`config.mk`:
```
export PLATFORM = sky130hd
export DESIGN_NAME = loop_run_ctrl
export DESIGN_NICKNAME = d
export VERILOG_FILES = /design/src/rtl/perf_sys_pkg.sv /design/src/rtl/loop_stall_timer.sv /design/src/rtl/loop_run_ctrl.sv
export SDC_FILE = /design/constraint.sdc
export NUM_CORES = 1
export LEC_CHECK = 0
export ABC_AREA = 1
export BUFFER_PORTS_ARGS = -buffer_cell sky130_fd_sc_hd__buf_4
export CORE_ASPECT_RATIO = 0.8
export CORE_MARGIN = 5
export CORE_UTILIZATION = 45
export CTS_CLUSTER_DIAMETER = 30
export DETAILED_ROUTE_END_ITERATION = 16
export PLACE_DENSITY = 0.65
export SYNTH_ARGS = -nofsm -noshare
export SYNTH_HDL_FRONTEND = slang
export SYNTH_SLANG_ARGS = --single-unit
```
`constraint.sdc`:
```
create_clock -name clk -period 1.7 [get_ports clk]
set_input_delay 0.425 -clock clk [delete_from_list [all_inputs] [get_ports clk]]
set_output_delay 0.425 -clock clk [all_outputs]
set_load 0.03 [all_outputs]
```
`src/rtl/perf_sys_pkg.sv`:
```
// perf_sys shared definitions.
// Run-controller state and fail-cause encodings, default limits.
package perf_sys_pkg;

    typedef logic [2:0] run_state_t;
    typedef logic [1:0] fail_cause_t;

    localparam run_state_t ST_IDLE = 3'd0;
    localparam run_state_t ST_RUN  = 3'd1;
    localparam run_state_t ST_HOLD = 3'd2;
    localparam run_state_t ST_DONE = 3'd3;
    localparam run_state_t ST_FAIL = 3'd4;

    localparam fail_cause_t CAUSE_NONE  = 2'b00;
    localparam fail_cause_t CAUSE_OVF   = 2'b01;
    localparam fail_cause_t CAUSE_STALL = 2'b10;

    localparam int DEF_LOOP_LIMIT   = 5000;
    localparam int DEF_STALL_CYCLES = 255;
    localparam int DEF_WIDTH        = 16;

    // Bits needed to hold 0..cycles without wrapping.
    function automatic int stall_width(input int cycles);
        return (cycles < 1) ? 1 : $clog2(cycles + 1);
    endfunction

endpackage

```
`src/rtl/loop_stall_timer.sv`:
```
// Saturating cycle counter with clear and enable.
// expired flags the enabled cycle that takes the count to CYCLES.
module loop_stall_timer
    import perf_sys_pkg::*;
#(
    parameter int CYCLES = DEF_STALL_CYCLES
) (
    input  logic clk,
    input  logic reset,
    input  logic clear,
    input  logic enable,
    output logic expired
);

    localparam int W = stall_width(CYCLES);
    localparam logic [W-1:0] LIM  = W'(CYCLES);
    localparam logic [W-1:0] LAST = W'(CYCLES - 1);

    logic [W-1:0] count_q;

    // Count enabled cycles; clear wins, saturate at CYCLES.
    always_ff @(posedge clk) begin
        if (reset) begin
            count_q <= '0;
        end else if (clear) begin
            count_q <= '0;
        end else if (enable && (count_q != LIM)) begin
            count_q <= count_q + 1'b1;
        end
    end

    // Combinational look-ahead so the owner can react on the same edge.
    always_comb begin
        expired = enable && !clear && (count_q == LAST);
    end

endmodule

```
`src/rtl/loop_run_ctrl.sv`:
```
// Run controller for the perf_sys loop-limit datapath.
// Counts steps against a limit, watches for stalls, holds result until ack.
module loop_run_ctrl
    import perf_sys_pkg::*;
#(
    parameter int LOOP_LIMIT   = DEF_LOOP_LIMIT,
    parameter int STALL_CYCLES = DEF_STALL_CYCLES,
    parameter int WIDTH        = DEF_WIDTH
) (
    input  logic             clk,
    input  logic             reset,
    input  logic             cfg_we,
    input  logic [WIDTH-1:0] cfg_limit,
    input  logic             start,
    input  logic             step,
    input  logic             stop,
    input  logic             hold,
    input  logic             ack,
    output logic             busy,
    output logic             done,
    output logic             fail,
    output logic [1:0]       fail_cause,
    output logic [WIDTH-1:0] loop_count,
    output logic [2:0]       state
);

    localparam logic [WIDTH-1:0] DEF_LIM = WIDTH'(LOOP_LIMIT);

    run_state_t       state_q, state_n;
    fail_cause_t      cause_q, cause_n;
    logic [WIDTH-1:0] count_q, count_n;
    logic [WIDTH-1:0] limit_q, limit_n;
    logic             busy_q, done_q, fail_q;

    logic stall_clr;
    logic stall_en;
    logic stall_exp;
    logic at_limit;

    // Stall timer restarts at start and on every counted step;
    // it only advances in RUN on cycles with no step and no hold.
    always_comb begin
        stall_clr = ((state_q == ST_IDLE) && start)
                 || ((state_q == ST_RUN) && step);
        stall_en  = (state_q == ST_RUN) && !step && !hold;
        at_limit  = (count_q == limit_q);
    end

    loop_stall_timer #(
        .CYCLES (STALL_CYCLES)
    ) u_stall (
        .clk     (clk),
        .reset   (reset),
        .clear   (stall_clr),
        .enable  (stall_en),
        .expired (stall_exp)
    );

    // Next-state, counter and limit selection.
    always_comb begin
        state_n = state_q;
        cause_n = cause_q;
        count_n = count_q;
        limit_n = limit_q;
        unique case (state_q)
            ST_IDLE: begin
                if (cfg_we) begin
                    limit_n = (cfg_limit == '0) ? DEF_LIM : cfg_limit;
                end
                if (start) begin
                    state_n = ST_RUN;
                    count_n = '0;
                end
            end
            ST_RUN: begin
                if (step && at_limit) begin
                    state_n = ST_FAIL;
                    cause_n = CAUSE_OVF;
                end else begin
                    if (step) begin
                        count_n = count_q + 1'b1;
                    end
                    if (stop) begin
                        state_n = ST_DONE;
                    end else if (hold) begin
                        state_n = ST_HOLD;
                    end else if (stall_exp) begin
                        state_n = ST_FAIL;
                        cause_n = CAUSE_STALL;
                    end
                end
            end
            ST_HOLD: begin
                if (stop) begin
                    state_n = ST_DONE;
                end else if (!hold) begin
                    state_n = ST_RUN;
                end
            end
            ST_DONE, ST_FAIL: begin
                if (ack) begin
                    state_n = ST_IDLE;
                    cause_n = CAUSE_NONE;
                end
            end
            default: begin
                state_n = ST_IDLE;
                cause_n = CAUSE_NONE;
            end
        endcase
    end

    // State, counters and registered status flags.
    always_ff @(posedge clk) begin
        if (reset) begin
            state_q <= ST_IDLE;
            cause_q <= CAUSE_NONE;
            count_q <= '0;
            limit_q <= DEF_LIM;
            busy_q  <= 1'b0;
            done_q  <= 1'b0;
            fail_q  <= 1'b0;
        end else begin
            state_q <= state_n;
            cause_q <= cause_n;
            count_q <= count_n;
            limit_q <= limit_n;
            busy_q  <= (state_n == ST_RUN) || (state_n == ST_HOLD);
            done_q  <= (state_n == ST_DONE);
            fail_q  <= (state_n == ST_FAIL);
        end
    end

    assign busy       = busy_q;
    assign done       = done_q;
    assign fail       = fail_q;
    assign fail_cause = cause_q;
    assign loop_count = count_q;
    assign state      = state_q;

endmodule

```
==> results of run 1 <==
-- power by group --
| group | switching (µW) | internal, µW | total, µW |
|---|---|---|---|
| registers | 48.5 | 1190 | 1240 |
| clock network | 422 | 436 | 858 |
| logic | 420 | 259 | 680 |
| total | 891 | 1890 | 2780 |
-- path summary, 6_finish.rpt --
check                                           to  slack, ps  cells after the start
worst min-delay path                    limit_q[3]        340                      3
worst min register to register  u_stall.count_q[6]        450                      2
worst max-delay path                          busy         70                      9
worst max register to register                busy         70                      9
-- stage by stage --
stage                     worst slack [ps]  power (µW)  cell area (µm²)  cells
final                                 71.5        2780             3720    605
after global routing                 -44.3        2920             3720    605
after CTS                             48.0        2740             3570    601
after detailed placement             -40.4        1890             3450    593
after global placement               -28.3        1890             3450    593
after floorplan                       4.58        1660             2800    441
-- sequential cells by signal, summed over array words and instances, names as in the netlist --
register and count:
limit_q 16, loop_count 16, u_stall.count_q 8, state 3, fail_cause 2, busy 1
done 1, fail 1
-- cells in the final DEF, fill, tap and decap left out, types with 3 or more instances in the layout --
cell,n
nand2_1,122
nor3_1,7
a21oi_2,9
nor2_2,8
o21ai_0,9
nand3_2,6
nor4_1,4
dfxtp_1,31
inv_2,9
nand3_1,15
dfxtp_4,4
clkbuf_8,5
nand2_2,8
xor2_1,11
ha_1,3
a211oi_1,11
nand4_1,10
o22ai_1,5
buf_4,81
a21oi_1,16
nor3_2,5
dfxtp_2,13
inv_1,53
nor2_1,58
a31oi_1,3
-- layer usage --
metal	up-vias	wire length, µm	global-route usage (%)
li1	1570	-	-
met1	1322	4040	29.4
met2	81	3430	30.2
met3	11	486	4.60
met4	0	91	5.53
met5	-	0	0
-- critical path: stages, from the launching register on --
cell and delay [ps]:
dfxtp_1 350, nor2_2 200, nand2_1 110, buf_4 200
inv_1 140, nand4_1 240, nand3_1 140, nor2_1 50
nand2_1 80, nor2_1 30
-- cell type report --
class                           count  area [µm²]
Fill cell                         571        2250
Clock buffer                        5        68.8
Sequential cell                    48         992
Multi-Input combinational cell    319        1630
Tap cell                           81         101
Clock inverter                      3        42.5
Timing Repair Buffer               83         631
Inverter                           66         255
-- cell families after synthesis --
| group | synth area share (%) |
|---|---|
| buffers and inverters | 10.4 |
| DFF | 34.4 |
| adders and majority gates | 1.34 |
| AOI/OAI and AO/OA | 12.3 |
| xor gates and xnor gates | 3.45 |
| and+or+nand+nor | 38.1 |
-- repair_timing --
action                                  4_1_cts  5_1_grt
setup buffers                                 0        4
resized for setup                             1       47
pin swaps                                     0       10
endpoints found under the setup margin        1       25
==> impl_results.md, run 1 <==
- GRT Util Overall: 20.3%
- Hold path startpoint: cfg_limit[3]
- Top cells by area, synth: dfxtp_1, nand2_1, nor2_1
- CP Max Fanout: 13
- Area leader, netlist: dfxtp_1
- Slew headroom: 73.8%
- Std cell rows: 25
- Setup violators final: 0
- HPWL Detailed: 6180 µm
- CTS tree: built
- Final Slew Violations: 0
- Pin count of the biggest net entering global routing: 29
- DIE AREA: 7890 µm²
- Top cell type's share of synthesized area: 34.4%
- Synth warn: 0
- Synth Instances: 441
- CTS buffer count: 5
- Root Driver: clkbuf_8
- WP data required: 1920 ps
- Worst R2R Start: state[2]
- Lkg Pwr: 0.00171 µW
- Synthesized area: 2790 µm²
- Most common cell in the netlist: nand2_1
- Initial DRC count: 178
- Critical Path Source: state[2]
- Ys async rst share: 0%
- Layout area overhead: 33.3%
- Number of synthesized flops with an enable pin: 0
- Pwr Density: 746 nW/µm²
- Maximum VDD drop: 0.000421 V
- First-pass GRT wire length: 12800 µm
- Core Footprint: 5970 µm²
- Via Count: 2984
- Unrepaired setup endpoints after global routing: true
- Final Cycle Share: 95.8%
- First-pass DRT Iterations: 5
- CP endpoint kind: register
- Setup TNS: 0 ps
- Via density: 4.93
- Avg Synthesized Cell Area: 6.34 µm²
- Die outline width: 98.1 µm
- Arrival time at the worst endpoint: 1850 ps
- Total wire length: 8040 µm
- Clock buffer depth: 2
- Initial antenna violation count: 0
- Max Cap Viol: 0
- Fin nets: 550
- GPL Wtd Cong: 0.943
- H-tree levels: 2
- Worst hold margin: 335 ps
- Count of unique library cells instantiated by Yosys: 31
- Final-report hold violation count: 0
- Hold Path Class: primary input to register
- Post-CTS Hold Buffers: 0
- Share of layout cells above drive strength 1: 30.5%
- Mapped Nets: 468
- Maximum clock frequency: 614 MHz
- Ports: 48
- Port bufs: 47
- Ant. Diodes: 0
- DRC viols: 0
- Synth Flop Type: dfxtp_1
- Vias in the first global route: 2723
- Final Critical Period: 1630 ps
- Register area share after synthesis: 34.4%
- Status: finished, final reports clean
- # clock sinks: 48
- Die height: 80.5 µm
- WL per Instance: 13.3 µm
- Worst Tran Pin Value: 391 ps
- Post-synth top cells: nand2_1, nor2_1, inv_1, dfxtp_1, nand3_1
- Clk pin slew, worst setup/hold paths: 100 ps
- Critical path class: register to register
- Fin util: 62.3%
- Final Skew: 9.67 ps
- Seq cells post-synth: 48
- Initial Util: 46.8%
- Total gr overflow: 0
- CP startpoint kind: register
- Antenna Nets Post-Route: 0
- Clk Latency, worst-skew pair: 310 ps
(Power assumes the default switching activity.)
==> run 2, diff against run 1 <==
- SYNTH_HIERARCHICAL: not set -> 1
==> run 2 against run 1 <==
Effect of this change:
- the run now ends with negative setup slack left
- clock skew down 2.0 ps
- sequential share of layout area down 1.6 points
- synthesized area rose by 8.2%
- non-clock buffer count up 9
- core utilization grew 1.0 points
- cell count increased by 4.5%
==> impl_results.md, run 2 <==
- Slew headroom: 78.8% (was 73.8%)
- Switching power total: 946 µW (was 891 µW)
- Reg2Reg Setup Slack: -100 ps (was 70 ps)
- Unrepaired setup endpoints after global routing: true (unchanged)
- Total gr overflow: 0 (unchanged)
- H-tree levels: 2 (unchanged)
- Antenna Nets Post-Route: 0 (unchanged)
- Die height: 83.3 µm (was 80.5 µm)
- Final Skew: 7.64 ps (was 9.67 ps)
- Violated checks: negative setup slack
- Commonest non-fill, non-tap cell in the layout: nand2_1 (unchanged)
- DIE AREA: 8460 µm² (was 7890 µm²)
- Initial Util: 46.7% (was 46.8%)
- Lkg Pwr: 0.00176 µW (was 0.00171 µW)
- Synth Flop Type: dfxtp_1 (unchanged)
- First-pass GRT wire length: 13900 µm (was 12800 µm)
- Layout area overhead: 35.7% (was 33.3%)
- Crit-path cells: nor3_4, inv_2, o21ai_2, nand3b_1, nor3_4, o31ai_2, nand3_1, nand2_1, nand2_1, nand2_1, nor2_1 (was nor2_2, nand2_1, buf_4, inv_1, nand4_1, nand3_1, nor2_1, nand2_1, nor2_1)
- CP top delay family: simple AND/OR/NAND/NOR gates (unchanged)
- Die outline width: 102 µm (was 98.1 µm)
- Logic pwr share: 31.1% (was 24.5%)
- Max Cap Viol: 0 (unchanged)
- Critical path class: register to register (unchanged)
- Switching part of the total: 33.6% (was 32.1%)
- Post-synth top cells: nand2_1, nor2_1, inv_1, dfxtp_1, nand3_1 (unchanged)
- Ys async rst share: 0% (unchanged)
- Final Cycle Share: 106% (was 95.8%)
- Root Driver: clkbuf_8 (unchanged)
- Clk pin slew, worst setup/hold paths: 90 ps (was 100 ps)
- Seq pwr share: 43.5% (was 44.7%)
- Final Slew Violations: 0 (unchanged)
- Total wire length: 8530 µm (was 8040 µm)
- WP data required: 1910 ps (was 1920 ps)
- Area leader, netlist: dfxtp_1 (unchanged)
- Setup violators final: 7 (was 0)
- Final Critical Period: 1800 ps (was 1630 ps)
- Core Footprint: 6470 µm² (was 5970 µm²)
- Hold path depth: 3 (unchanged)
- R2R cell count: 11 (was 9)
- HPWL Detailed: 6440 µm (was 6180 µm)
- CP endpoint kind: register (unchanged)
- CTS buffer count: 5 (unchanged)
- Clock buffer depth: 2 (unchanged)
- CP bufs+invs: 1 (was 2)
- Slowest CP cell: dfxtp_4 (was dfxtp_1)
- Initial DRC count: 214 (was 178)
- Mapped Nets: 484 (was 468)
- Initial antenna violation count: 0 (unchanged)
- Register area share after synthesis: 31.8% (was 34.4%)
- WL per Instance: 13.5 µm (was 13.3 µm)
- Port bufs: 47 (unchanged)
- Cell-internal power: 1870 µW (was 1890 µW)
- Clk Latency, worst-skew pair: 310 ps (about the same)
- Std cell rows: 26 (was 25)
- Final-report hold violation count: 0 (unchanged)
- Post-CTS Hold Buffers: 0 (unchanged)
- GRT Util Overall: 20.1% (was 20.3%)
- Ant. Diodes: 0 (unchanged)
- CP dominant cell by count: nand2_1
- Hold Path Class: primary input to register (unchanged)
- Top cell type's share of synthesized area: 31.8% (was 34.4%)
- Maximum VDD drop: 0.000409 V (was 0.000421 V)
- Most common cell in the netlist: nand2_1 (unchanged)
- Synth warn: 6 (was 0)
- Synth Instances: 457 (was 441)
- GPL Wtd Cong: 0.951 (was 0.943)
- First-pass DRT Iterations: 4 (was 5)
- Share of layout cells above drive strength 1: 36.1% (was 30.5%)
- Vias in the first global route: 2862 (was 2723)
- CP Max Fanout: 3 (was 13)
- Arrival time at the worst endpoint: 2010 ps (was 1850 ps)
- Count of unique library cells instantiated by Yosys: 37 (was 31)
- Maximum clock frequency: 556 MHz (was 614 MHz)
- Top cells by area, synth: dfxtp_1, nand2_1, nor2_1 (unchanged)
- Fin nets: 574 (was 550)
- WP depth: 11 (was 9)
- Max stage delay on crit path: 370 ps (was 350 ps)
- Status: complete, but fails checks (was finished, final reports clean)
- Design Power: 2820 µW (was 2780 µW)
- Avg Synthesized Cell Area: 6.61 µm² (was 6.34 µm²)
- Synthesized area: 3020 µm² (was 2790 µm²)
- Via density: 5.05 (was 4.93)
- Pwr Density: 687 nW/µm² (was 746 nW/µm²)
- Via Count: 3194 (was 2984)
- Worst Tran Pin Value: 315 ps (was 391 ps)
- CP startpoint kind: register (unchanged)
- Ports: 48 (unchanged)
- DRC viols: 0 (unchanged)
- Pin count of the biggest net entering global routing: 23 (was 29)
- Fin util: 63.3% (was 62.3%)
- Seq cells post-synth: 48 (unchanged)
- # clock sinks: 48 (unchanged)
- CTS tree: built (unchanged)
- Most frequent cells in the layout: nand2_1, buf_4, nor2_1 (unchanged)
- Setup ws final: -97.5 ps (was 71.5 ps)
- Number of synthesized flops with an enable pin: 0 (unchanged)
- Power share of the clock group: 25.3% (was 30.9%)
[run 2: cell count changes after synthesis, sizes merged, moves of 2 or more]
| cell | delta |
|---|---|
| clkinv | -3 |
| xor2 | +2 |
| nand4 | -3 |
| o21ai | -4 |
| inv | -5 |
| nor2 | +11 |
| nand3 | +15 |
[run 2: worst paths after layout]
kind,startpoint,end
max reg2reg,state[1],busy
min reg2reg,limit_q[10],limit_q[10]
max,state[1],busy
min,cfg_limit[12],limit_q[12]
[run 2: tightest hold or removal path, cell delays in order]
cell and delay (ps):
buf_4 90, o22ai_1 60, nand2_1 50
[run 2: logic make-up after synthesis]
| logic type | synth area share, % |
|---|---|
| adders and majority gates | 1.24 |
| DFF | 31.8 |
| and+or+nand+nor | 40.6 |
| xor gates and xnor gates | 4.06 |
| buffers and inverters | 10.4 |
| AOI/OAI and AO/OA | 11.9 |
[run 2: stage by stage]
step           worst slack [ps]  instances  TNS, ps  hold slack, ps  instance area [µm²]
5_1_grt                    -204        632    -1360             343                 4100
3_3_place_gp              -2.65        610    -2.65             475                 3680
4_1_cts                   -44.4        623    -44.4             331                 3820
2_1_floorplan              -354        457    -2220             453                 3080
6_report                  -97.5        632     -249             340                 4100
3_5_place_dp               -151        610     -443             476                 3680
[run 2: area by class of cell]
class | instances | area (µm²)
multi-input combinational | 342 | 1920
sequential | 48 | 1030
inverter | 58 | 225
clock buffer | 6 | 82.6
tap | 84 | 105
fill | 631 | 2370
timing repair buffer | 92 | 724
clock inverter | 2 | 10.0
[run 2: timing repair]
item                                    in CTS  in global routing
pin swaps                                    4                 13
gates resized for setup                      2                 62
setup buffers                                5                  8
endpoints found under the setup margin       6                 24
cloned                                       0                  2
[run 2: power by group through the flow]
stage / combinational [µW] / sequential, µW / clock (µW)
floorplan: 458 / 1300 / 0
global placement: 721 / 1260 / 0
detailed placement: 726 / 1260 / 0
CTS: 755 / 1240 / 744
global route: 960 / 1230 / 782
finish: 877 / 1230 / 714
[run 2: per-layer routing]
metal / vias to the layer above / global-route usage (%) / wire [µm]
li1: 1665 / - / -
met1: 1445 / 30.9 / 4320
met2: 74 / 28.4 / 3640
met3: 10 / 3.52 / 474
met4: 0 / 4.71 / 93
met5: - / 0 / 0
